$ cat src/rtl/exception_pkg.sv
// Shared exception definitions: sequencer state, request kind, cause codes
// and the fixed exception entry vector.
package exception_pkg;

  typedef enum logic [1:0] {
    ST_IDLE     = 2'd0,
    ST_DRAIN    = 2'd1,
    ST_COMMIT   = 2'd2,
    ST_REDIRECT = 2'd3
  } exc_ctrl_state_t;

  typedef enum logic {
    EXC  = 1'b0,
    ERET = 1'b1
  } exc_kind_t;

  typedef enum logic [4:0] {
    EXC_INT  = 5'd0,
    EXC_ADEL = 5'd4,
    EXC_ADES = 5'd5,
    EXC_SYS  = 5'd8,
    EXC_BP   = 5'd9,
    EXC_RI   = 5'd10,
    EXC_OV   = 5'd12
  } exc_code_t;

  localparam logic [31:0] EXC_ENTRY = 32'hBFC0_0380;

  // Only address-error exceptions carry a meaningful faulting address.
  function automatic logic has_badvaddr(input exc_code_t code);
    return (code == EXC_ADEL) || (code == EXC_ADES);
  endfunction

  // A delay-slot instruction restarts at its branch, one word earlier.
  function automatic logic [31:0] epc_of(input logic [31:0] pc, input logic bd);
    return bd ? (pc - 32'd4) : pc;
  endfunction

endpackage

$ cat src/rtl/exc_redirect_ctrl.sv
// Exception / ERET sequencer: capture the request, drain the data bus,
// commit the CP0 update for one cycle, then hold the fetch redirect
// until it is accepted. Owns pipeline flush and stall for the sequence.
module exc_redirect_ctrl
  import exception_pkg::*;
#(
  parameter logic [31:0] EXC_ENTRY = exception_pkg::EXC_ENTRY,
  parameter int unsigned DRAIN_MAX = 255
) (
  input  logic        clk,
  input  logic        reset,
  input  logic        exc_valid,
  input  exc_code_t   exc_code,
  input  logic [31:0] exc_pc,
  input  logic        exc_in_delay_slot,
  input  logic [31:0] exc_badvaddr,
  input  logic        is_eret,
  input  logic [31:0] cp0_epc,
  input  logic        mem_pending,
  input  logic        redirect_ready,
  output logic        busy,
  output logic        flush,
  output logic        cp0_exc_we,
  output logic [31:0] cp0_epc_wdata,
  output logic [4:0]  cp0_exccode,
  output logic        cp0_bd,
  output logic        cp0_badvaddr_we,
  output logic [31:0] cp0_badvaddr,
  output logic        cp0_eret_clr,
  output logic        redirect_valid,
  output logic [31:0] redirect_pc,
  output logic        drain_timeout
);

  // The counter is 8 bits wide, so a larger limit is clamped to 255.
  localparam logic [7:0] DRAIN_LIM = (DRAIN_MAX > 255) ? 8'd255 : 8'(DRAIN_MAX);

  exc_ctrl_state_t state;
  exc_kind_t       kind_q;
  exc_code_t       code_q;
  logic [7:0]      cnt;
  logic [31:0]     epc_q;
  logic            bd_q;
  logic [31:0]     bva_q;
  logic [31:0]     target_q;
  logic            busy_q;
  logic            timeout_q;
  logic            drain_last;

  // Last permitted DRAIN cycle: the counter is about to reach the limit.
  assign drain_last = (({1'b0, cnt} + 9'd1) >= {1'b0, DRAIN_LIM});

  // Sequencer state, drain counter and captured request fields.
  always_ff @(posedge clk or posedge reset) begin
    if (reset) begin
      state     <= ST_IDLE;
      kind_q    <= EXC;
      code_q    <= EXC_INT;
      cnt       <= 8'd0;
      epc_q     <= 32'd0;
      bd_q      <= 1'b0;
      bva_q     <= 32'd0;
      target_q  <= 32'd0;
      busy_q    <= 1'b0;
      timeout_q <= 1'b0;
    end else begin
      unique case (state)
        ST_IDLE: begin
          if (exc_valid || is_eret) begin
            busy_q <= 1'b1;
            cnt    <= 8'd0;
            state  <= mem_pending ? ST_DRAIN : ST_COMMIT;
            // An exception presented alongside an ERET takes priority.
            if (exc_valid) begin
              kind_q   <= EXC;
              code_q   <= exc_code;
              epc_q    <= epc_of(exc_pc, exc_in_delay_slot);
              bd_q     <= exc_in_delay_slot;
              bva_q    <= exc_badvaddr;
              target_q <= EXC_ENTRY;
            end else begin
              kind_q   <= ERET;
              code_q   <= EXC_INT;
              epc_q    <= 32'd0;
              bd_q     <= 1'b0;
              bva_q    <= 32'd0;
              target_q <= cp0_epc;
            end
          end
        end
        ST_DRAIN: begin
          if (cnt != DRAIN_LIM) begin
            cnt <= cnt + 8'd1;
          end
          if (!mem_pending) begin
            state <= ST_COMMIT;
          end else if (drain_last) begin
            state     <= ST_COMMIT;
            timeout_q <= 1'b1;
          end
        end
        ST_COMMIT: begin
          state <= ST_REDIRECT;
        end
        ST_REDIRECT: begin
          if (redirect_ready) begin
            state    <= ST_IDLE;
            busy_q   <= 1'b0;
            kind_q   <= EXC;
            code_q   <= EXC_INT;
            epc_q    <= 32'd0;
            bd_q     <= 1'b0;
            bva_q    <= 32'd0;
            target_q <= 32'd0;
          end
        end
        default: begin
          state <= ST_IDLE;
        end
      endcase
    end
  end

  // Output decode: flush, CP0 commit pulses and the held redirect.
  always_comb begin
    busy            = busy_q;
    drain_timeout   = timeout_q;
    flush           = (state != ST_IDLE) || exc_valid || is_eret;
    cp0_exc_we      = 1'b0;
    cp0_epc_wdata   = 32'd0;
    cp0_exccode     = 5'd0;
    cp0_bd          = 1'b0;
    cp0_badvaddr_we = 1'b0;
    cp0_badvaddr    = 32'd0;
    cp0_eret_clr    = 1'b0;
    redirect_valid  = 1'b0;
    redirect_pc     = 32'd0;
    if (state == ST_COMMIT) begin
      if (kind_q == EXC) begin
        cp0_exc_we    = 1'b1;
        cp0_epc_wdata = epc_q;
        cp0_exccode   = code_q;
        cp0_bd        = bd_q;
        if (has_badvaddr(code_q)) begin
          cp0_badvaddr_we = 1'b1;
          cp0_badvaddr    = bva_q;
        end
      end else begin
        cp0_eret_clr = 1'b1;
      end
    end
    if (state == ST_REDIRECT) begin
      redirect_valid = 1'b1;
      redirect_pc    = target_q;
    end
  end

endmodule

$ cat config.mk
export PLATFORM = sky130hd
export DESIGN_NAME = exc_redirect_ctrl
export DESIGN_NICKNAME = d
export VERILOG_FILES = /design/src/rtl/exception_pkg.sv /design/src/rtl/exc_redirect_ctrl.sv
export SDC_FILE = /design/constraint.sdc
export NUM_CORES = 1
export LEC_CHECK = 0
export ABC_CLOCK_PERIOD_IN_PS = 5400
export BUFFER_PORTS_ARGS = -buffer_cell sky130_fd_sc_hd__buf_4
export CORE_MARGIN = 1.5
export CORE_UTILIZATION = 51
export CTS_BUF_LIST = sky130_fd_sc_hd__clkbuf_8
export DETAILED_ROUTE_END_ITERATION = 8
export GPL_ROUTABILITY_DRIVEN = 1
export PLACE_DENSITY_LB_ADDON = 0.2
export SLEW_MARGIN = 5
export SYNTH_ARGS = -nofsm -noshare
export SYNTH_HDL_FRONTEND = slang
export SYNTH_SLANG_ARGS = --single-unit
$ cat constraint.sdc
create_clock -name clk -period 5.4 [get_ports clk]
set_clock_uncertainty 0.15 [all_clocks]
set_input_delay 1.35 -clock clk [delete_from_list [all_inputs] [get_ports clk]]
set_output_delay 1.35 -clock clk [all_outputs]
set_load 0.005 [all_outputs]
==> impl_metrics.py, run 1 <==
metrics = {
    "critical_path": {
        "crit_path_end": "cp0_badvaddr[16]",
        "r2r_setup_slack_ns": 2.16,
        "worstPathArrival_ns": 2.59,
        "worstPathRequired_ns": 3.90,
        "rr_worst_depth": 8,
        "crit_path_start_kind": "flip-flop",
        "worstSetupStartpoint": "state[0]",
        "critPathKind": "flip-flop to output pin",
        "cp_max_fo": 39,
        "end_kind": "output pin",
        "reg2reg_to": "target_q[4]",
        "rr_startpoint": "state[1]",
    },
    "finish": {
        "fin_util": 0.707,
        "diodes": 0,
        "final_layout_size_suffix_gt1_frac": 0.333,
        "area_growth_pct": 36.3,
        "final_cells": 949,
        "nets": 910,
    },
    "placed_design": {
        "place_ws_ns": 1.70,
        "hpwl_um": 10800,
        "portBuffers": 216,
        "routabilityCongestion": 0.841,
        "dp.cells": 918,
    },
    "global_routing": {
        "grt_max_degree": 85,
        "grt_overflow_total": 0,
        "grt_pass1_vias": 4932,
        "grt_use_total": 0.256,
        "antenna_found_initial": 0,
        "grt_pass1_wl_um": 23900,
    },
    "clock_tree": {
        "cts_max_path_buffers": 2,
        "root_buffer": "clkbuf_8",
        "clock-sinks": 115,
        "h-tree-depth": 4,
        "post_cts_resized": 0,
        "post_cts_buffers": 0,
        "clkSlewWorstSetupHoldPaths_ns": 0.06,
        "cts_buffers": 17,
        "clk_latency_ns": 0.43,
        "cts.hold.buffers_added": 0,
        "cts_tree": "done",
    },
    "sta": {
        "finalHoldViolCount": 0,
        "min_period_over_period": 0.757,
        "setup_viol": 0,
        "timing.fmax_ghz": 0.245,
        "fin_ws_ns": 1.31,
        "max-slew-margin-rel": 0.315,
        "rsz0062_at_grt": "no",
        "setup_tns_ns": 0,
        "tightest_slew_ns": 1.03,
        "period_needed_ns": 4.09,
        "drv_slew": 0,
    },
    "floorplanning": {
        "start_util": 0.519,
        "rows": 39,
        "fp.dieW_um": 110,
        "die_h_um": 110,
        "coreArea_um2": 11300,
        "ioPinCount": 217,
        "die_area_um2": 12200,
    },
    "drt": {
        "drt_wl_total_um": 15500,
        "vias": 5198,
        "post_drt_wl_per_cell_um": 16.3,
        "drc": 0,
        "vias_per_cell": 5.48,
        "ant_nets": 0,
        "dr.pass1.iters": 4,
        "drt_iter0_drc": 372,
    },
    "yosys": {
        "yosys_warnings": 0,
        "synth_top_area_cell": "dfrtp_1",
        "yosys_most_used_dff": "dfrtp_1",
        "synth.avg_cell_area_um2": 9.95,
        "netlist.area_leader.share": 0.490,
        "synth_area_leaders": "dfrtp_1 (49%), and2_1 (11%), a22o_1 (9.2%), nand2_1 (3.7%), xnor2_1 (3.1%)",
        "synth-edff-count": 0,
        "syn_area_um2": 5870,
        "syn_nets": 706,
        "async_flop_share": 1.00,
        "synthCells": 590,
        "synth_seq_cells": 115,
        "yosysSeqAreaShare": 0.490,
        "synth_cell_types": 49,
    },
    "status": {
        "run_status": "complete, no violations",
    },
    "power": {
        "irDropWorstVdd_mv": 0.292,
        "power_density_nw_per_um2": 441,
        "leakage_nw": 3.97,
    },
    "run": {
        "cap_violations": 0,
    },
    "hold_path": {
        "hold_path_class": "flip-flop to flip-flop",
    },
}
cell type report:
| class | instances | area (um2) |
|---|---|---|
| clock buffer | 25 | 344 |
| clock inverter | 6 | 51.3 |
| fill | 839 | 3320 |
| inverter | 9 | 36.3 |
| multi-input combinational | 426 | 2830 |
| sequential | 115 | 2880 |
| tap | 143 | 179 |
| timing repair buffer | 225 | 1690 |
worst min-delay path by stage:
stage	startpoint	endpoint	slack (ns)	depth (start not counted)
after detailed placement	target_q[28]	target_q[28]	0.31	2
final	target_q[31]	target_q[31]	0.32	2
after CTS	target_q[28]	target_q[28]	0.32	2
after floorplan	target_q[31]	target_q[31]	0.29	2
after global placement	epc_q[2]	epc_q[2]	0.30	2
after global routing	target_q[28]	target_q[28]	0.34	2
per-layer routing:
layer	vias to the layer above	GRT usage	wire (um)
met4	0	0.0998	259
met1	2511	0.318	6430
met3	20	0.0758	1250
li1	2471	-	-
met2	196	0.421	7550
met5	-	0	0
synthesized netlist by cell type, types with 2 or more instances:
cell type	instances
a211oi_1	4
a21o_1	2
a21oi_1	3
a221o_1	2
a22o_1	62
a31o_2	2
and2_1	104
and3_1	2
buf_2	5
clkbuf_1	35
dfrtp_1	115
ha_1	8
inv_1	9
mux2i_1	2
nand2_1	58
nand3_1	8
nand4_1	2
nor2_1	27
nor2b_1	6
nor3_1	10
nor3b_1	2
nor4_1	5
nor4b_1	2
nor4bb_1	2
o2111ai_1	2
o211ai_1	3
o21a_1	3
o21ai_0	29
o21ai_1	10
o31ai_1	14
o41ai_1	2
or3_1	3
or4_1	2
or4_4	3
xnor2_1	21
xor2_1	8
power by group:
group | leakage (nW) | total, mW | internal [mW] | switching [mW]
clock network | 0.218 | 0.786 | 0.454 | 0.333
registers | 1.52 | 1.37 | 1.19 | 0.175
logic | 2.23 | 1.37 | 0.616 | 0.759
total | 3.97 | 3.53 | 2.26 | 1.27
through the flow:
stage                     total power [mW]  cell area (um2)  hold slack, ns
after floorplan                       2.23             5870           0.290
after global placement                2.69             7610           0.303
after detailed placement              2.75             7610           0.309
after CTS                             3.55             8000           0.324
after global routing                  3.77             8000           0.340
final                                 3.53             8000           0.320
cell families after synthesis:
logic type | synth area share
buffers and inverters | 0.0324
XOR/XNOR | 0.0433
flip-flops | 0.490
multiplexers | 0.00341
adder cells (fa/ha/maj) | 0.0170
AND/OR/NAND/NOR | 0.237
AO/OA/AOI/OAI | 0.176
critical path: stages (launching register included):
cell and delay, ns:
dfrtp_1 0.42, inv_1 0.15, ha_1 0.20, nor2b_2 0.14
buf_4 0.32, and2_1 0.20, nor4b_2 0.23, buf_4 0.24
and2_1 0.16, buf_4 0.11
sequential cells by signal (all words and copies together), names as in the netlist:
register / cells
bva_q: 32
epc_q: 32
target_q: 32
cnt: 8
code_q: 5
state: 2
bd_q: 1
busy: 1
drain_timeout: 1
kind_q: 1
layout by cell type, fill, tap and decap left out, types with 4 or more instances in the layout:
cell type	instances
xor2_1	8
clkbuf_8	25
nor2_1	26
o21ai_0	29
nor2b_1	5
ha_1	8
o31ai_1	14
and2_1	104
o21ai_1	10
nand2_1	58
nor3_1	9
inv_1	11
a211oi_1	4
xnor2_1	21
nand3_1	8
buf_4	225
dfrtp_1	115
a22o_1	62
nor4_1	5
No activity file was read; power rests on OpenSTA's default activity.
==> run 2: changes to the inputs <==
--- a/config.mk
+++ b/config.mk
@@ -5,7 +5,7 @@
 export SDC_FILE = /design/constraint.sdc
 export NUM_CORES = 1
 export LEC_CHECK = 0
-export ABC_CLOCK_PERIOD_IN_PS = 5400
+export ABC_CLOCK_PERIOD_IN_PS = 4050
 export BUFFER_PORTS_ARGS = -buffer_cell sky130_fd_sc_hd__buf_4
 export CORE_MARGIN = 1.5
 export CORE_UTILIZATION = 51
==> constraint.sdc (replaced) <==
create_clock -name clk -period 4.05 [get_ports clk]
set_clock_uncertainty 0.15 [all_clocks]
set_input_delay 1.0125 -clock clk [delete_from_list [all_inputs] [get_ports clk]]
set_output_delay 1.0125 -clock clk [all_outputs]
set_load 0.005 [all_outputs]
==> impl_metrics.py, run 2 (synthesized netlist as in run 1, its figures left out) <==
metrics = {
    "status": {
        "run_status": "complete, no violations",
    },
    "critical_path": {
        "cp_max_fo": 18,
        "crit_path_start_kind": "flip-flop",
        "timing.critical_path.buf_inv": 3,
        "rr_startpoint": "state[0]",
        "crit_slowest_cell": "dfrtp_1",
        "critPathKind": "flip-flop to output pin",
        "max_stage_delay_ns": 0.42,
        "worstPathArrival_ns": 2.27,
        "worstPathRequired_ns": 2.89,
        "crit_chain": "inv_1 > ha_1 > nor2b_2 > and2_1 > nor4b_2 > buf_4 > and2_1 > buf_4",
        "r2r_setup_slack_ns": 1.36,
        "worstSetupStartpoint": "state[0]",
        "end_kind": "output pin",
        "cp_top_family": "simple AND/OR/NAND/NOR gates",
    },
    "clock_tree": {
        "post_cts_buffers": 0,
        "cts.hold.buffers_added": 0,
        "cts_max_path_buffers": 2,
        "clk_latency_ns": 0.42,
        "h-tree-depth": 4,
        "post_cts_resized": 0,
        "root_buffer": "clkbuf_8",
        "cts_tree": "done",
        "cts_buffers": 17,
        "clkSlewWorstSetupHoldPaths_ns": 0.06,
        "clock-sinks": 115,
    },
    "floorplanning": {
        "ioPinCount": 217,
        "die_h_um": 110,
        "rows": 39,
        "coreArea_um2": 11300,
        "start_util": 0.519,
        "fp.dieW_um": 110,
        "die_area_um2": 12200,
    },
    "global_routing": {
        "grt_use_total": 0.255,
        "antenna_found_initial": 0,
        "grt_pass1_wl_um": 23800,
        "grt_overflow_total": 0,
        "grt_max_degree": 93,
        "grt_pass1_vias": 5001,
    },
    "drt": {
        "drt_iter0_drc": 307,
        "drc": 0,
        "post_drt_wl_per_cell_um": 16.3,
        "drt_wl_total_um": 15500,
        "vias_per_cell": 5.52,
        "vias": 5241,
        "ant_nets": 0,
        "dr.pass1.iters": 6,
    },
    "placed_design": {
        "place_ws_ns": 0.961,
        "hpwl_um": 10900,
        "portBuffers": 216,
        "routabilityCongestion": 0.846,
    },
    "finish": {
        "final_cell_mix": "buf_4 (224), dfrtp_1 (115), and2_1 (104), a22o_1 (62), nand2_1 (58)",
        "nets": 911,
        "multi_input_area_um2": 2830,
        "final_common_cell": "buf_4",
        "reg_top3": "bva_q (32), epc_q (32), target_q (32)",
        "fillers": 854,
        "seq_area_um2": 2880,
        "diodes": 0,
        "final_layout_size_suffix_gt1_frac": 0.336,
        "area_growth_pct": 37.9,
    },
    "power": {
        "leakage_nw": 4.00,
        "p_total_mw": 4.91,
        "power_density_nw_per_um2": 606,
        "irDropWorstVdd_mv": 0.481,
    },
    "sta": {
        "setup_viol": 0,
        "max-slew-margin-rel": 0.340,
        "finalHoldViolCount": 0,
        "setup_tns_ns": 0,
        "drv_slew": 0,
        "rsz0062_at_grt": "no",
        "timing.fmax_ghz": 0.291,
        "fin_ws_ns": 0.614,
        "min_period_over_period": 0.848,
        "period_needed_ns": 3.44,
        "tightest_slew_ns": 0.988,
    },
    "hold_path": {
        "hold_path_class": "flip-flop to flip-flop",
        "hp-start": "target_q[31]",
    },
    "run": {
        "cap_violations": 0,
    },
}
==> run 2: cell types whose count changed in the layout (fill, tap and decap cells not counted) <==
cell | previous run | this run
inv_4 | 1 | 0
buf_12 | 0 | 2
clkinvlp_4 | 0 | 1
clkinv_2 | 2 | 4
inv_1 | 11 | 9
buf_4 | 225 | 224
bufinv_16 | 1 | 5
clkinv_4 | 0 | 1
clkbuf_8 | 25 | 20
==> run 2: final cells by class <==
class / instances / area share
repair buffers: 226 / 0.213
clock buffers: 20 / 0.0340
multi-input cells: 426 / 0.349
well taps: 143 / 0.0221
flip-flops and latches: 115 / 0.355
inverters: 9 / 0.00463
clock inverters: 11 / 0.0226
==> run 2: through the flow <==
stage,instance area (um2),hold WS (ns),util,std cells
final,8100,0.322,0.715,950
after global routing,8100,0.351,0.715,950
after CTS,8100,0.322,0.715,950
after detailed placement,7640,0.307,0.675,919
after global placement,7640,0.304,0.675,919
after floorplan,5880,0.290,-,590
==> run 2: worst register-to-register path: cells and delay by family (launching register included) <==
kind / cells / cell delay [ns]
buffers and inverters: 3 / 0.73
and+or+nand+nor: 2 / 0.58
AOI/OAI and AO/OA: 2 / 0.44
DFF: 1 / 0.42
adders and majority gates: 1 / 0.26
==> run 2: power by group <==
| group | internal, mW | total, mW | switching (mW) | leakage (nW) |
|---|---|---|---|---|
| sequential | 1.59 | 1.82 | 0.233 | 1.52 |
| clock | 0.773 | 1.23 | 0.459 | 0.240 |
| combinational | 0.839 | 1.85 | 1.01 | 2.24 |
==> run 2: path summary, 6_finish.rpt <==
path                               endpoint  cells past startpoint
max                        cp0_badvaddr[27]                      8
min                            target_q[31]                      2
max reg2reg                    target_q[16]                      8
min reg2reg                    target_q[31]                      2
max in group asynchronous          epc_q[7]                      3
min in group asynchronous         bva_q[29]                      2
==> run 2: per-layer routing <==
layer | global-route usage | vias to the layer above | part of all wire | routed length (um)
met5 | 0 | - | 0 | 0
met4 | 0.0824 | 0 | 0.016 | 244
met3 | 0.0776 | 23 | 0.083 | 1290
met2 | 0.444 | 197 | 0.50 | 7680
met1 | 0.302 | 2542 | 0.41 | 6290
li1 | - | 2479 | - | -
